`src/rtl/hex_uart_sequencer_if.sv`:
```
`default_nettype none
// ============================================================================
//  Module      : hex_uart_sequencer_if
//  Description : Bundles the three handshakes around the hex UART sequencer:
//                the sample stream (s_valid/s_data/s_ready), the external
//                nibble->ASCII converter (nib_out/asc_in) and the UART TX
//                (tx_data/tx_start/tx_busy).
//                master : the sequencer's view
//                slave  : the environment's view (source, converter, UART)
//  Parameters  : NIBBLES - hex digits per sample (sample width 4*NIBBLES)
//  Revision    : 1.0 - initial release
// ============================================================================
interface hex_uart_sequencer_if #(
  parameter int NIBBLES = 4
) ();
  logic                   s_valid;
  logic [4*NIBBLES-1:0]   s_data;
  logic                   s_ready;
  logic [3:0]             nib_out;
  logic [7:0]             asc_in;
  logic [7:0]             tx_data;
  logic                   tx_start;
  logic                   tx_busy;

  modport master (
    input  s_valid, s_data, asc_in, tx_busy,
    output s_ready, nib_out, tx_data, tx_start
  );

  modport slave (
    output s_valid, s_data, asc_in, tx_busy,
    input  s_ready, nib_out, tx_data, tx_start
  );
endinterface
`default_nettype wire

```
`src/rtl/hex_uart_sequencer.sv`:
```
`default_nettype none
// ============================================================================
//  Module      : hex_uart_sequencer
//  Description : Turns a captured sample word into one ASCII hex text line
//                on a UART: NIBBLES hex digits (MS first), then CR LF.
//                Digits go through an external registered nibble->ASCII
//                converter (1-cycle latency nib_out -> asc_in).
//  Ports       : clk, rst          - clock, synchronous active-high reset
//                bus (master)      - sample / converter / UART handshakes
//                busy              - frame in progress
//                frames_sent       - count of completed frames (wrapping)
//  Config      : HEX_PREFIX_EN     - when defined each line starts with "0x"
//  Revision    : 1.0 - initial release
// ============================================================================
module hex_uart_sequencer #(
  parameter int NIBBLES = 4
) (
  input  wire logic            clk,
  input  wire logic            rst,
  hex_uart_sequencer_if.master bus,
  output logic                 busy,
  output logic [15:0]          frames_sent
);

  localparam int SAMPLE_W = 4 * NIBBLES;
  localparam int IDX_W    = (NIBBLES > 1) ? $clog2(NIBBLES) : 1;
  localparam logic [IDX_W-1:0] LAST_IDX = IDX_W'(NIBBLES - 1);
  localparam logic [7:0] CHAR_CR = 8'h0D;
  localparam logic [7:0] CHAR_LF = 8'h0A;

  // Control characters sent through SETCTL: optional prefix, then CR, LF.
`ifdef HEX_PREFIX_EN
  localparam logic [2:0] PRE_CNT = 3'd2;
`else
  localparam logic [2:0] PRE_CNT = 3'd0;
`endif
  localparam logic [2:0] CTL_TOTAL = PRE_CNT + 3'd2;

  typedef enum logic [2:0] {
    S_IDLE   = 3'd0,
    S_SET    = 3'd1,
    S_WAIT   = 3'd2,
    S_SEND   = 3'd3,
    S_GUARD  = 3'd4,
    S_DRAIN  = 3'd5,
    S_SETCTL = 3'd6
  } state_t;

  state_t               state_q,      state_d;
  logic [SAMPLE_W-1:0]  sample_q,     sample_d;
  logic [IDX_W-1:0]     idx_q,        idx_d;
  logic [2:0]           ctl_cnt_q,    ctl_cnt_d;
  logic                 sent_digit_q, sent_digit_d;
  logic                 s_ready_q,    s_ready_d;
  logic [3:0]           nib_out_q,    nib_out_d;
  logic [7:0]           tx_data_q,    tx_data_d;
  logic                 tx_start_q,   tx_start_d;
  logic                 busy_q,       busy_d;
  logic [15:0]          frames_q,     frames_d;

  logic [IDX_W-1:0]     digit_rev;
  logic [7:0]           ctl_byte;

  // Digit 0 is the most significant nibble of the sample.
  assign digit_rev = LAST_IDX - idx_q;

  always_comb begin
    ctl_byte = CHAR_LF;
`ifdef HEX_PREFIX_EN
    case (ctl_cnt_q)
      3'd0:    ctl_byte = 8'h30;
      3'd1:    ctl_byte = 8'h78;
      3'd2:    ctl_byte = CHAR_CR;
      default: ctl_byte = CHAR_LF;
    endcase
`else
    ctl_byte = (ctl_cnt_q == 3'd0) ? CHAR_CR : CHAR_LF;
`endif
  end

  always_comb begin
    state_d      = state_q;
    sample_d     = sample_q;
    idx_d        = idx_q;
    ctl_cnt_d    = ctl_cnt_q;
    sent_digit_d = sent_digit_q;
    nib_out_d    = nib_out_q;
    tx_data_d    = tx_data_q;
    tx_start_d   = 1'b0;        // a start is a single-cycle pulse by construction
    frames_d     = frames_q;

    case (state_q)
      S_IDLE: begin
        if (bus.s_valid && s_ready_q) begin
          sample_d  = bus.s_data;
          idx_d     = '0;
          ctl_cnt_d = 3'd0;
          state_d   = (PRE_CNT != 3'd0) ? S_SETCTL : S_SET;
        end
      end
      S_SET: begin
        nib_out_d = sample_q[{digit_rev, 2'b00} +: 4];
        state_d   = S_WAIT;
      end
      S_WAIT: begin
        // Converter output is ready now; only advance into SEND when the
        // UART is free so SEND always issues its start immediately.
        if (!bus.tx_busy) begin
          state_d = S_SEND;
        end
      end
      S_SEND: begin
        tx_data_d    = bus.asc_in;
        tx_start_d   = 1'b1;
        sent_digit_d = 1'b1;
        state_d      = S_GUARD;
      end
      S_SETCTL: begin
        // Also reached straight from IDLE with the prefix enabled, where the
        // UART may still be busy; hold without a start until it is free.
        if (!bus.tx_busy) begin
          tx_data_d    = ctl_byte;
          tx_start_d   = 1'b1;
          sent_digit_d = 1'b0;
          ctl_cnt_d    = ctl_cnt_q + 3'd1;
          state_d      = S_GUARD;
        end
      end
      S_GUARD: begin
        // The UART only raises busy after seeing the start, so skip one cycle.
        state_d = S_DRAIN;
      end
      S_DRAIN: begin
        if (!bus.tx_busy) begin
          if (sent_digit_q) begin
            if (idx_q == LAST_IDX) begin
              state_d = S_SETCTL;
            end else begin
              idx_d   = idx_q + 1'b1;
              state_d = S_SET;
            end
          end else if (ctl_cnt_q == CTL_TOTAL) begin
            frames_d = frames_q + 16'd1;
            state_d  = S_IDLE;
          end else if (ctl_cnt_q == PRE_CNT) begin
            state_d = S_SET;
          end else begin
            state_d = S_SETCTL;
          end
        end
      end
      default: state_d = S_IDLE;
    endcase

    s_ready_d = (state_d == S_IDLE);
    busy_d    = (state_d != S_IDLE);
  end

  always_ff @(posedge clk) begin
    if (rst) begin
      state_q      <= S_IDLE;
      sample_q     <= '0;
      idx_q        <= '0;
      ctl_cnt_q    <= 3'd0;
      sent_digit_q <= 1'b0;
      s_ready_q    <= 1'b0;
      nib_out_q    <= 4'd0;
      tx_data_q    <= 8'd0;
      tx_start_q   <= 1'b0;
      busy_q       <= 1'b0;
      frames_q     <= 16'd0;
    end else begin
      state_q      <= state_d;
      sample_q     <= sample_d;
      idx_q        <= idx_d;
      ctl_cnt_q    <= ctl_cnt_d;
      sent_digit_q <= sent_digit_d;
      s_ready_q    <= s_ready_d;
      nib_out_q    <= nib_out_d;
      tx_data_q    <= tx_data_d;
      tx_start_q   <= tx_start_d;
      busy_q       <= busy_d;
      frames_q     <= frames_d;
    end
  end

  assign bus.s_ready  = s_ready_q;
  assign bus.nib_out  = nib_out_q;
  assign bus.tx_data  = tx_data_q;
  assign bus.tx_start = tx_start_q;
  assign busy         = busy_q;
  assign frames_sent  = frames_q;

endmodule
`default_nettype wire

```
`src/flat_wrapper.sv`:
```
// flat-port wrapper written by rule: the top's interface ports become plain ports
module hex_uart_sequencer_flat 
#(
  parameter int NIBBLES = 4
)
  (clk, rst, busy, frames_sent, bus_s_valid, bus_s_data, bus_asc_in, bus_tx_busy, bus_s_ready, bus_nib_out, bus_tx_data, bus_tx_start);
  hex_uart_sequencer_if #(.NIBBLES(NIBBLES)) bus_i ();
  input  wire logic clk;
  input  wire logic rst;
  output logic busy;
  output logic [15:0] frames_sent;
  input wire logic [$bits(bus_i.s_valid)-1:0] bus_s_valid;
  input wire logic [$bits(bus_i.s_data)-1:0] bus_s_data;
  input wire logic [$bits(bus_i.asc_in)-1:0] bus_asc_in;
  input wire logic [$bits(bus_i.tx_busy)-1:0] bus_tx_busy;
  output wire logic [$bits(bus_i.s_ready)-1:0] bus_s_ready;
  output wire logic [$bits(bus_i.nib_out)-1:0] bus_nib_out;
  output wire logic [$bits(bus_i.tx_data)-1:0] bus_tx_data;
  output wire logic [$bits(bus_i.tx_start)-1:0] bus_tx_start;
  assign bus_i.s_valid = bus_s_valid;
  assign bus_i.s_data = bus_s_data;
  assign bus_i.asc_in = bus_asc_in;
  assign bus_i.tx_busy = bus_tx_busy;
  assign bus_s_ready = bus_i.s_ready;
  assign bus_nib_out = bus_i.nib_out;
  assign bus_tx_data = bus_i.tx_data;
  assign bus_tx_start = bus_i.tx_start;
  hex_uart_sequencer #(.NIBBLES(NIBBLES)) u_core (.clk(clk), .rst(rst), .bus(bus_i), .busy(busy), .frames_sent(frames_sent));
endmodule
```
`config.mk`:
```
export PLATFORM = sky130hd
export DESIGN_NAME = hex_uart_sequencer_flat
export DESIGN_NICKNAME = d
export VERILOG_FILES = /design/src/rtl/hex_uart_sequencer_if.sv /design/src/rtl/hex_uart_sequencer.sv /design/src/flat_wrapper.sv
export SDC_FILE = /design/constraint.sdc
export NUM_CORES = 1
export LEC_CHECK = 0
export ABC_AREA = 1
export CAP_MARGIN = 40
export CELL_PAD_IN_SITES_DETAIL_PLACEMENT = 2
export CELL_PAD_IN_SITES_GLOBAL_PLACEMENT = 2
export CORE_MARGIN = 8
export CORE_UTILIZATION = 28
export DETAILED_ROUTE_END_ITERATION = 6
export PLACE_DENSITY_LB_ADDON = 0.08
export RECOVER_POWER = 100
export SYNTH_ARGS = -nofsm -noshare
export SYNTH_HDL_FRONTEND = slang
export SYNTH_SLANG_ARGS = --single-unit
```
`constraint.sdc`:
```
create_clock -name clk -period 1.98 [get_ports clk]
set_clock_uncertainty 0.1 [all_clocks]
set_input_delay 0.297 -clock clk [delete_from_list [all_inputs] [get_ports clk]]
set_output_delay 0.297 -clock clk [all_outputs]
set_load 0.01 [all_outputs]
```
# --- Word level (Yosys, flattened, before mapping) ---
# Index checks and enable logic that the tools add are counted.
op_classes:
  bitwise_logic: 2
  n_eq_ne: 13
  n_reduce_logical: 13
  n_addsub: 4
  muxes: 24
  shift: 1
op_table:
  columns: ["cell", "count"]
  rows:
  - ["$mux 3", 11]
  - ["$pmux 3 s7", 1]
  - ["$add 16x1->16 const B", 1]
  - ["$pmux 8 s2", 1]
  - ["$shiftx 16x5->4", 1]
  - ["$eq 3x2->1 const B", 3]
  - ["$eq 3x3->1 const B", 3]
  - ["$logic_not 3->1", 3]
  - ["$mux 2", 4]
  - ["$mux 8", 1]
  - ["$ne 2x2->1 const B", 3]
  - ["$pmux 3 s2", 1]
  - ["$reduce_bool 2->1", 3]
  - ["$reduce_and 5->1", 1]
  - ["$ne 2x1->1 const B", 2]
  - ["$pmux 1 s2", 2]
  - ["$pmux 2 s2", 1]
  - ["$reduce_and 2->1", 2]
  - ["$reduce_and 4->1", 1]
  - ["$add 3x1->3 const B", 1]
  - ["$eq 3x1->1 const B", 1]
  - ["$reduce_and 3->1", 1]
  - ["$reduce_bool 3->1", 1]
  - ["$add 2x1->2 const B", 1]
  - ["other kinds (5)", 7]
totals:
  out_inout_bits: 31
  reg_bits: 56
  inputBits: 28

# --- Longest topological paths before layout ---
# Gate-level depths: netlist of run 1.
logic_depth:
  ltp_word: 7
  ltp_mapped: 11

# --- Worst setup path before layout of run 1 ---
# Ideal clock, no wire load.
synth_path:
  path_kind: "register to register"
  from: "register u_core.ctl_cnt_q[0]"
  to: "register u_core.frames_q[8], in the netlist u_core.frames_sent[8]"
  slack_ns: 0.359
  synth_period_minus_slack_ns: 1.621
  path_buffers: 0
  stages_incl_launch_ff: 12
  t_arrival_ns: 1.408
  t_required_ns: 1.767
  path_cell_list: "dfxtp_1 -> inv_1 -> ha_1 -> inv_1 -> nor2_1 -> nand2_1 -> nor2_4 -> nand2_4 -> nor2_4 -> nand2_1 -> nand2_1 -> a21oi_2"
synth_between:
  elab_chain_len: 2
synth_lines:
  columns: ["element", "line_no", "text"]
  rows:
  - ["start: declaration", "hex_uart_sequencer.sv:52", "logic [2:0] ctl_cnt_q, ctl_cnt_d;"]
  - ["start signal: assignment", "hex_uart_sequencer.sv:176", "ctl_cnt_q <= ctl_cnt_d;"]
  - ["$eq 3x2->1", "hex_uart_sequencer.sv:142", "end else if (ctl_cnt_q == CTL_TOTAL) begin"]
  - ["$reduce_and 4->1 (no source line)", null, null]
  - ["end signal: assignment", "hex_uart_sequencer.sv:183", "frames_q <= frames_d;"]
  - ["end: declaration", "hex_uart_sequencer.sv:59", "logic [15:0] frames_q, frames_d;"]
# Every way passes these cells.
# A chain may end at the register's enable or synchronous reset.

# --- Worst setup path after layout of run 1 ---
layout_path:
  from: "register u_core.state_q[0]"
  to: "register u_core.tx_data_q[0], in the netlist u_core.bus.tx_data[0]"
layout_between:
  elab_chain_len: 3
layout_lines:
  columns: ["element", "line_no", "text"]
  rows:
  - ["start: declaration", "hex_uart_sequencer.sv:49", "state_t state_q, state_d;"]
  - ["start signal: assignment", "hex_uart_sequencer.sv:173", "state_q <= state_d;"]
  - ["$eq 3x3->1 or $eq 3x2->1 (tied branches)", "hex_uart_sequencer.sv:92", "case (state_q)"]
  - ["$ne 2x2->1 (no source line) or $reduce_bool 2->1 (tied branches)", null, null]
  - ["$reduce_and 2->1 (no source line)", null, null]
  - ["end signal: assignment", "hex_uart_sequencer.sv:180", "tx_data_q <= tx_data_d;"]
  - ["end: declaration", "hex_uart_sequencer.sv:56", "logic [7:0] tx_data_q, tx_data_d;"]
# Parallel ways exist; a longest one is shown, timed or not.

==> results of run 1 <==
-- cell families (layout without fill, tap and decap cells) --
group | after synthesis | after routing
AND/OR/NAND/NOR | 179 | 179
AO/OA/AOI/OAI | 85 | 85
buffers and inverters | 57 | 121
flip-flops | 56 | 56
adder cells (fa/ha/maj) | 5 | 5
XOR/XNOR | 1 | 1
-- report_power, final --
part,internal [mW],switching (mW)
Combinational,0.155,0.183
Sequential,1.19,0.0349
Clock,0.287,0.375
-- area by class of cell --
type                    instances  area [um2]  share of cell area
flip-flops and latches         56        1120               0.314
well taps                     133         166              0.0467
multi-input cells             270        1340               0.377
clock buffers                   8        90.1              0.0253
inverters                      46         173              0.0484
repair buffers                 67         673               0.189
-- final timing paths --
| path | endpoint | slack [ns] | cells past startpoint |
|---|---|---|---|
| worst min-delay path | u_core.sample_q[9] | 0.37 | 2 |
| worst min register to register | u_core.sample_q[9] | 0.37 | 2 |
| worst max register to register | u_core.bus.tx_data[0] | 0.17 | 7 |
| worst max-delay path | u_core.bus.tx_data[0] | 0.17 | 7 |
-- critical path, stage by stage, from the launching register on --
cell      delay [ns]
dfxtp_1         0.51
inv_2           0.09
nor3_2          0.53
inv_2           0.12
nand2_1         0.16
nand2_1         0.07
o211ai_1        0.08
inv_1           0.05
-- cell usage after synthesis --
library cell / count / share of area
a211oi_1: 1 / 0.0028
a21oi_1: 31 / 0.057
a21oi_2: 3 / 0.0097
a2bb2oi_2: 1 / 0.0055
buf_2: 3 / 0.0055
buf_6: 1 / 0.0042
clkbuf_1: 7 / 0.0097
dfxtp_1: 56 / 0.41
ha_1: 5 / 0.023
inv_1: 40 / 0.055
inv_2: 6 / 0.0083
nand2_1: 71 / 0.098
nand2_2: 1 / 0.0023
nand2_4: 1 / 0.0042
nand3_1: 16 / 0.030
nand3_2: 1 / 0.0037
nand3_4: 2 / 0.013
nand4_1: 6 / 0.014
nand4_2: 1 / 0.0046
nor2_1: 66 / 0.091
nor2_2: 6 / 0.014
nor2_4: 4 / 0.017
nor3_1: 2 / 0.0037
nor3_2: 1 / 0.0037
nor3_4: 1 / 0.0060
o211ai_1: 2 / 0.0055
o21ai_0: 37 / 0.068
o21ai_1: 5 / 0.0092
o21bai_1: 4 / 0.011
o221ai_1: 1 / 0.0032
xnor2_1: 1 / 0.0032
-- state kept, by name, summed over array words and instances, names as in the netlist --
name                 cells
u_core.bus.nib_out       4
u_core.bus.tx_start      1
u_core.bus.tx_data       8
u_core.idx_q             2
u_core.busy              1
u_core.state_q           3
u_core.frames_sent      16
u_core.sent_digit_q      1
u_core.bus.s_ready       1
u_core.ctl_cnt_q         3
u_core.sample_q         16
-- metrics by stage --
stage	utilization	instance area (um2)	hold WS [ns]	worst slack, ns	cells
after floorplan	-	2710	0.275	0.359	383
after global placement	0.365	3500	0.344	0.140	572
after detailed placement	0.365	3500	0.356	0.0920	572
after CTS	0.374	3590	0.371	0.144	580
after global routing	0.372	3570	0.391	0.00202	580
final	0.372	3570	0.368	0.172	580
-- layer usage --
| metal | wire (um) | GRT usage |
|---|---|---|
| met1 | 3790 | 0.162 |
| met2 | 4220 | 0.245 |
| met3 | 370 | 0.0343 |
| met4 | 85 | 0.0373 |
| met5 | 0 | 0 |
==> metrics, run 1 <==
status finished, final reports clean; Placer Congestion approximately 0.72; unrepaired setup endpoints after global routing no; # Post-CTS Setup Buffers 0; root buf cell clkbuf_8; vias in the first global route around 3,100; fill count about 1,200; first-pass GRT wire length 14,700 um; Syn Area/Cell slightly above 7 um2; htree depth 2; post-cts sizing count 0; Syn Std Cell Area ~2700 um2; CTS tree done; Post-CTS Hold Buffers 0; initial antenna violation count 0; worst slew pin tran just over 0.6 ns; TritonRoute pass-1 iters 4; Final Setup Violations 0; xor and xnor area share after synthesis 0.00323; 1st-iter DRT viols between 70 and 80; Die Y 114 um; Worst Hold Class reg -> reg; WL/cell 14.6 um; origin of the critical flop-to-flop path u_core.state_q[0]; # DRC 0; Distinct cells, synth 31; diode count 0; max-cap violations 0; final net count between 400 and 500; largest family of logic cells by synthesized area simple AND/OR/NAND/NOR gates; simple-gate area share of the yosys netlist 0.305; register area share after synthesis 0.413; dpl hpwl approximately 6600 um; area grow syn2layout 31.6%; post-synthesis compound-gate area fraction 0.173; row count 36; Final Cycle Share 0.913; Clock Sinks 56; die area around 13,000 um2; Slew Limit Fails 0; adder-cell area share of the yosys netlist 0.0231; DRT antenna net count 0; cts bufs inserted 5; CP Class reg -> reg; Yosys reg bits between 50 and 60; Post-Syn Instances between 300 and 400; most frequent cells in the layout 71 x nand2_1, 66 x nor2_1, 56 x dfxtp_1; Pwr per Cell Area 625 nW/um2; worst-skew pair later-pin latency a little over 0.3 ns; Max Fclk ~550 MHz; chip width 114 um; CP startpoint kind register; GRT Total Usage 0.139; Final Critical Period 1.81 ns; layout cells sized above 1 0.0895; commonest non-fill, non-tap cell in the layout nand2_1; Syn. warnings 0; Slew HR 0.589; initial cell density of the core 0.283; required time worst endpoint approximately 2.1 ns; Vias per Instance ~4.7; port buffer count 58; Final Power 2.23 mW; setup TNS 0 ns; core area ~9600 um2; Peak VDD IR roughly 0.00027 V; Syn Nets roughly 420; Vias roughly 2,700; clk slew on worst S/H paths 0.10 ns; crit path DAT 1.92 ns; largest net degree at the start of global routing 33; crit path launch u_core.state_q[0]; Final Hold Vio Count 0; total wire length 8470 um; worst-path fanout max 7; Worst Hold Launch u_core.sample_q[9]; crit end category register; clock buffer depth 2; total grt overflow 0; leakage 1.44 nW; boundary pin count 59; mux share of post-synthesis cell area 0
Note: power is estimated with default switching activity, not from simulation.
==> run 2: changes to the inputs <==
--- a/config.mk
+++ b/config.mk
@@ -9,9 +9,11 @@
 export CAP_MARGIN = 40
 export CELL_PAD_IN_SITES_DETAIL_PLACEMENT = 2
 export CELL_PAD_IN_SITES_GLOBAL_PLACEMENT = 2
+export CORE_ASPECT_RATIO = 0.8
 export CORE_MARGIN = 8
 export CORE_UTILIZATION = 28
 export DETAILED_ROUTE_END_ITERATION = 6
+export HOLD_SLACK_MARGIN = 0.15
 export PLACE_DENSITY_LB_ADDON = 0.08
 export RECOVER_POWER = 100
 export SYNTH_ARGS = -nofsm -noshare
==> run 2 against run 1 <==
  * Register-to-register slack gained 0.03 ns
  * Utilization grew 0.70 points
  * Via count grew 0.44%
  * Global-route usage grew 0.49 points
  * Largest power group unchanged
  * First-iteration DRC count shrank 2.8%
  * Design area grew 1.2%
  * Sequential share of layout area shrank 0.37 points
==> metrics, run 2 (synthesized netlist as in run 1, its figures left out) <==
status finished, final reports clean; Die Y 104 um (-9.1%); Buf/Inv on CP 1 (-2); Final Critical Period 1.86 ns (+0.0493 ns); Pint 1.85 mW (+13%); dpl hpwl 6790 um (+3.6%); Clock Sinks 56 (unchanged); Peak VDD IR 0.000330 V (+22%); area grow syn2layout 33.1%; htree depth 2 (unchanged); worst-path fanout max 7 (unchanged); 1st-iter DRT viols 70 (-2.8%); required time worst endpoint 1.58 ns (-0.51 ns); Crit-path slowest cell dlygate4sd3_1; GRT Total Usage 0.144 (+0.00493); Max Fclk 539 MHz (-2.7%); largest net degree at the start of global routing 33 (unchanged); CP startpoint kind register; chip width 126 um (+10%); total wire length 8930 um (+5.4%); Final Cycle Share 0.938 (+0.0249); leakage 1.48 nW (+2.8%); DRT antenna net count 0 (unchanged); TritonRoute pass-1 iters 4 (unchanged); Worst Hold Launch u_core.sample_q[8]; first-pass GRT wire length 15,400 um (+4.6%); crit path DAT 1.46 ns (-0.46 ns); clock power share 0.372 (+0.075); final net count 481 (+0.42%); port buffer count 58 (unchanged); layout cells sized above 1 0.0891 (-0.000399); max-cap violations 0 (unchanged); Final Setup Violations 0 (unchanged); worst slew pin tran 0.547 ns (-0.0669 ns); core area 9530 um2 (-0.68%); setup TNS 0 ns (unchanged); boundary pin count 59 (unchanged); most frequent cells in the layout 72 x nand2_1, 69 x nor2_1, 56 x dfxtp_1; crit path launch u_core.frames_sent[9]; crit end category output pin; Slew HR 0.634 (+0.0455); Slew Limit Fails 0 (unchanged); row count 32 (-11%); unrepaired setup endpoints after global routing no; cts bufs inserted 5 (unchanged); root buf cell clkbuf_16; CTS tree done; Final Hold Vio Count 0 (unchanged); setup ws final 0.123 ns (-0.0493 ns); commonest non-fill, non-tap cell in the layout nand2_1; Cells after DPL 560 (-2.1%); NetSw 0.655 mW (+11%); origin of the critical flop-to-flop path u_core.state_q[0]; initial antenna violation count 0 (unchanged); Seq pwr share 0.491 (-0.060); Final Cell Area 3610 um2 (+1.2%); clk slew on worst S/H paths 0.07 ns (-0.03 ns); worst path cell trace dlygate4sd3_1; diode count 0 (unchanged); Top delay family on crit path buffers and inverters; fill count 1,155 (-1.3%); CP Class reg -> out; post-cts sizing count 0 (unchanged); initial cell density of the core 0.285 (+0.00193); Placement Setup Slack 0.0403 ns (-0.0517 ns); total grt overflow 0 (unchanged); Pwr per Cell Area 694 nW/um2 (+11%); Worst Hold Class reg -> reg; vias in the first global route 3,089 (+0.98%); Vias per Instance 4.80 (+2.6%); die area 13,100 um2 (+0.15%); Sw Share 0.262 (-0.00454); worst-skew pair later-pin latency 0.30 ns (about the same); Post-CTS Hold Buffers 0 (unchanged); DP Area 3480 um2 (-0.43%); final cell count without fillers 568 (-2.1%); # Post-CTS Setup Buffers 0 (unchanged); Vias 2,726 (+0.44%); clock buffer depth 2 (unchanged); Final Power 2.51 mW (+12%); # DRC 0 (unchanged); Placer Congestion 0.718 (+0.24%); CP max stage delay 0.66 ns (+0.13 ns); WL/cell 15.7 um (+7.6%); Logic pwr share 0.137 (-0.014)
## run 2: changes by cell type in the layout (fill, tap and decap cells not counted), sizes merged
cell | before | now
clkdlybuf4s50 | 28 | 27
buf | 9 | 11
dlygate4sd3 | 30 | 31
## run 2: layer usage
layer,share of wire,up-vias,GRT usage
li1,-,1359,-
met1,0.48,1306,0.179
met2,0.46,53,0.238
met3,0.054,8,0.0410
met4,0.0097,0,0.0360
met5,0,-,0
## run 2: final timing paths
kind	cells after the start	endpoint	slack, ns
worst max register to register	6	u_core.bus.tx_data[1]	0.20
worst min-delay path	2	u_core.sample_q[8]	0.36
worst max-delay path	1	frames_sent[9]	0.12
worst min register to register	2	u_core.sample_q[8]	0.36
## run 2: tightest hold or removal path, stage by stage (launching register included)
cell     delay, ns
dfxtp_1       0.30
inv_1         0.06
a21oi_1       0.05
## run 2: power by group through the flow
stage,registers [mW],clock network (mW),logic (mW)
floorplan,1.26,0,0.177
global placement,1.26,0,0.342
detailed placement,1.26,0,0.354
CTS,1.23,0.967,0.357
global route,1.24,1.01,0.389
finish,1.23,0.933,0.343
## run 2: layout make-up
cell class | instances | area, um2 | share of cell area
Multi-Input combinational cell | 270 | 1350 | 0.373
Sequential cell | 56 | 1120 | 0.311
Timing Repair Buffer | 69 | 676 | 0.187
Inverter | 46 | 173 | 0.0478
Tap cell | 119 | 149 | 0.0412
Clock buffer | 8 | 146 | 0.0406
## run 2: per-stage QoR
stage	utilization	hold WS (ns)
5_1_grt	0.379	0.391
3_5_place_dp	0.366	0.351
6_report	0.379	0.358
3_3_place_gp	0.366	0.346
4_1_cts	0.381	0.362
2_1_floorplan	-	0.275
==> run 3: changes to the inputs <==
--- a/config.mk
+++ b/config.mk
@@ -10,7 +10,7 @@
 export CELL_PAD_IN_SITES_DETAIL_PLACEMENT = 2
 export CELL_PAD_IN_SITES_GLOBAL_PLACEMENT = 2
 export CORE_ASPECT_RATIO = 0.8
-export CORE_MARGIN = 8
+export CORE_MARGIN = 4
 export CORE_UTILIZATION = 28
 export DETAILED_ROUTE_END_ITERATION = 6
 export HOLD_SLACK_MARGIN = 0.15
==> run 3 against run 2 <==
  * Combinational power down 4%
  * Routed wire length down 7.4%
  * Non-clock buffer count down 1
  * First-iteration DRC count up 4.3%
  * Count of clock-buffer cells in the layout down 2
  * Worst hold slack better by 0.0051 ns
  * Critical path type unchanged
==> metrics, run 3 (synthesized netlist as in run 1, its figures left out) <==
Max Fclk 547 MHz (+1.5%); CP startpoint kind register; layout cells sized above 1 0.0850 (-0.00408); root buf cell clkbuf_16; initial antenna violation count 0 (unchanged); Pint 1.80 mW (-2.5%); worst-path fanout max 7 (unchanged); met1 wire length 4120 um (-3.0%); Peak VDD IR 0.000263 V (-20%); Worst Hold Depth 2 (unchanged); GRT Total Usage 0.153 (+0.00927); crit path DAT 1.43 ns (-0.03 ns); Slew HR 0.623 (-0.0106); clk slew on worst S/H paths 0.07 ns (about the same); Die Y 96.0 um (-7.7%); CP Class reg -> out; Final Cycle Share 0.924 (-0.0142); largest net degree at the start of global routing 36 (+9.1%); chip width 118 um (-6.3%); boundary pin count 59 (unchanged); highest routed metal layer met4; Crit Reg-Reg Endpoint u_core.bus.tx_data[1]; initial cell density of the core 0.294 (+0.00918); leakage 1.46 nW (-1.4%); max-cap violations 0 (unchanged); htree depth 2 (unchanged); Final Hold Vio Count 0 (unchanged); Final Critical Period 1.83 ns (-0.0281 ns); die area 11,300 um2 (-14%); vias in the first global route 2,890 (-6.4%); fin util 0.387 (+0.00815); crit end category output pin; CP max stage delay 0.65 ns (about the same); met3 wire length 291 um (-40%); Top delay family on crit path buffers and inverters; port buffer count 58 (unchanged); worst path cell trace dlygate4sd3_1; core area 9230 um2 (-3.1%); cts bufs inserted 5 (unchanged); hold path endpoint u_core.sample_q[8]; required time worst endpoint 1.58 ns (about the same); Crit-path slowest cell dlygate4sd3_1; diode count 0 (unchanged); total grt overflow 0 (unchanged); Slew Limit Fails 0 (unchanged); FF/Latch Area 1120 um2 (unchanged); origin of the critical flop-to-flop path u_core.state_q[0]; Worst Hold Class reg -> reg; most frequent cells in the layout 72 x nand2_1, 68 x nor2_1, 56 x dfxtp_1; Vias per Instance 4.81 (+0.14%); 1st-iter DRT viols 73 (+4.3%); worst slew pin tran 0.563 ns (+0.0159 ns); WL/cell 14.7 um (-6.4%); Pwr per Cell Area 677 nW/um2 (-2.4%); worst hold slack 0.363 ns (+0.00506 ns); Logic pwr share 0.136 (about the same); Sw Share 0.255 (-0.00669); Seq pwr share 0.509 (+0.018); area of the multi-input gates 1340 um2 (-0.56%); clock power share 0.356 (-0.016); NetSw 0.617 mW (-5.9%); first-pass GRT wire length 14,200 um (-7.6%); DRT antenna net count 0 (unchanged); Final Setup Violations 0 (unchanged); row count 31 (-3.1%); total wire length 8260 um (-7.4%); Buf/Inv on CP 1 (unchanged); Worst Hold Launch u_core.sample_q[8]; routed wl met2 3780 um (-8.0%); commonest non-fill, non-tap cell in the layout nand2_1; # DRC 0 (unchanged); Clock Sinks 56 (unchanged); clock buffer depth 2 (unchanged); CTS tree done; setup slack on the worst flop-to-flop path 0.22 ns (+0.02 ns); Placer Congestion 0.739 (+2.9%); area grow syn2layout 31.7%; Vias 2,701 (-0.92%); unrepaired setup endpoints after global routing no; TritonRoute pass-1 iters 4 (unchanged); final net count 480 (-0.21%); dpl hpwl 6350 um (-6.6%); status finished, final reports clean; R2R depth 7 (+1); fill count 1,127 (-2.4%); worst-skew pair later-pin latency 0.29 ns (about the same)
## run 3: final cells by class
class | count | share of cell area
Multi-Input combinational cell | 270 | 0.374
Sequential cell | 56 | 0.314
Timing Repair Buffer | 68 | 0.186
Inverter | 46 | 0.0483
Tap cell | 115 | 0.0403
Clock buffer | 6 | 0.0361
Clock inverter | 1 | 0.00140
## run 3: worst max-delay path by stage
stage	from	endpoint	slack, ns	depth (start not counted)
after detailed placement	bus_tx_busy	u_core.frames_sent[12]	-0.01	9
after floorplan	u_core.ctl_cnt_q[0]	u_core.frames_sent[8]	0.36	11
final	u_core.frames_sent[9]	frames_sent[9]	0.15	1
after global placement	bus_tx_busy	u_core.frames_sent[12]	0.07	9
after CTS	u_core.ctl_cnt_q[0]	u_core.frames_sent[8]	0.16	11
after global routing	u_core.state_q[0]	u_core.bus.tx_data[1]	0.04	7
## run 3: stage by stage
step                      std cells  worst slack (ns)  area [um2]  total power [mW]  TNS [ns]
after global placement          555            0.0700        3470              1.60         0
final                           562             0.151        3570              2.42         0
after global routing            562            0.0377        3570              2.56         0
after floorplan                 383             0.359        2710              1.44         0
after detailed placement        555           -0.0124        3470              1.61   -0.0124
after CTS                       562             0.157        3600              2.49         0
## run 3: power by group through the flow
| stage | combinational [mW] | sequential [mW] | clock (mW) |
|---|---|---|---|
| final | 0.328 | 1.23 | 0.861 |
| after global routing | 0.378 | 1.24 | 0.938 |
| after CTS | 0.354 | 1.23 | 0.897 |
| after detailed placement | 0.352 | 1.26 | 0 |
| after global placement | 0.339 | 1.26 | 0 |
| after floorplan | 0.177 | 1.26 | 0 |
## run 3: repair_timing
item | in CTS | in global routing
endpoints found under the setup margin | 0 | 2
gates resized for setup | 0 | 2
hold buffers | 0 | 0
hold endpoints to repair | 0 | 0
setup buffers | 0 | 0
## run 3: layer usage
layer,GRT usage,vias up
met5,0,-
met4,0.0380,0
met3,0.0353,5
met2,0.264,37
met1,0.196,1291
li1,-,1368
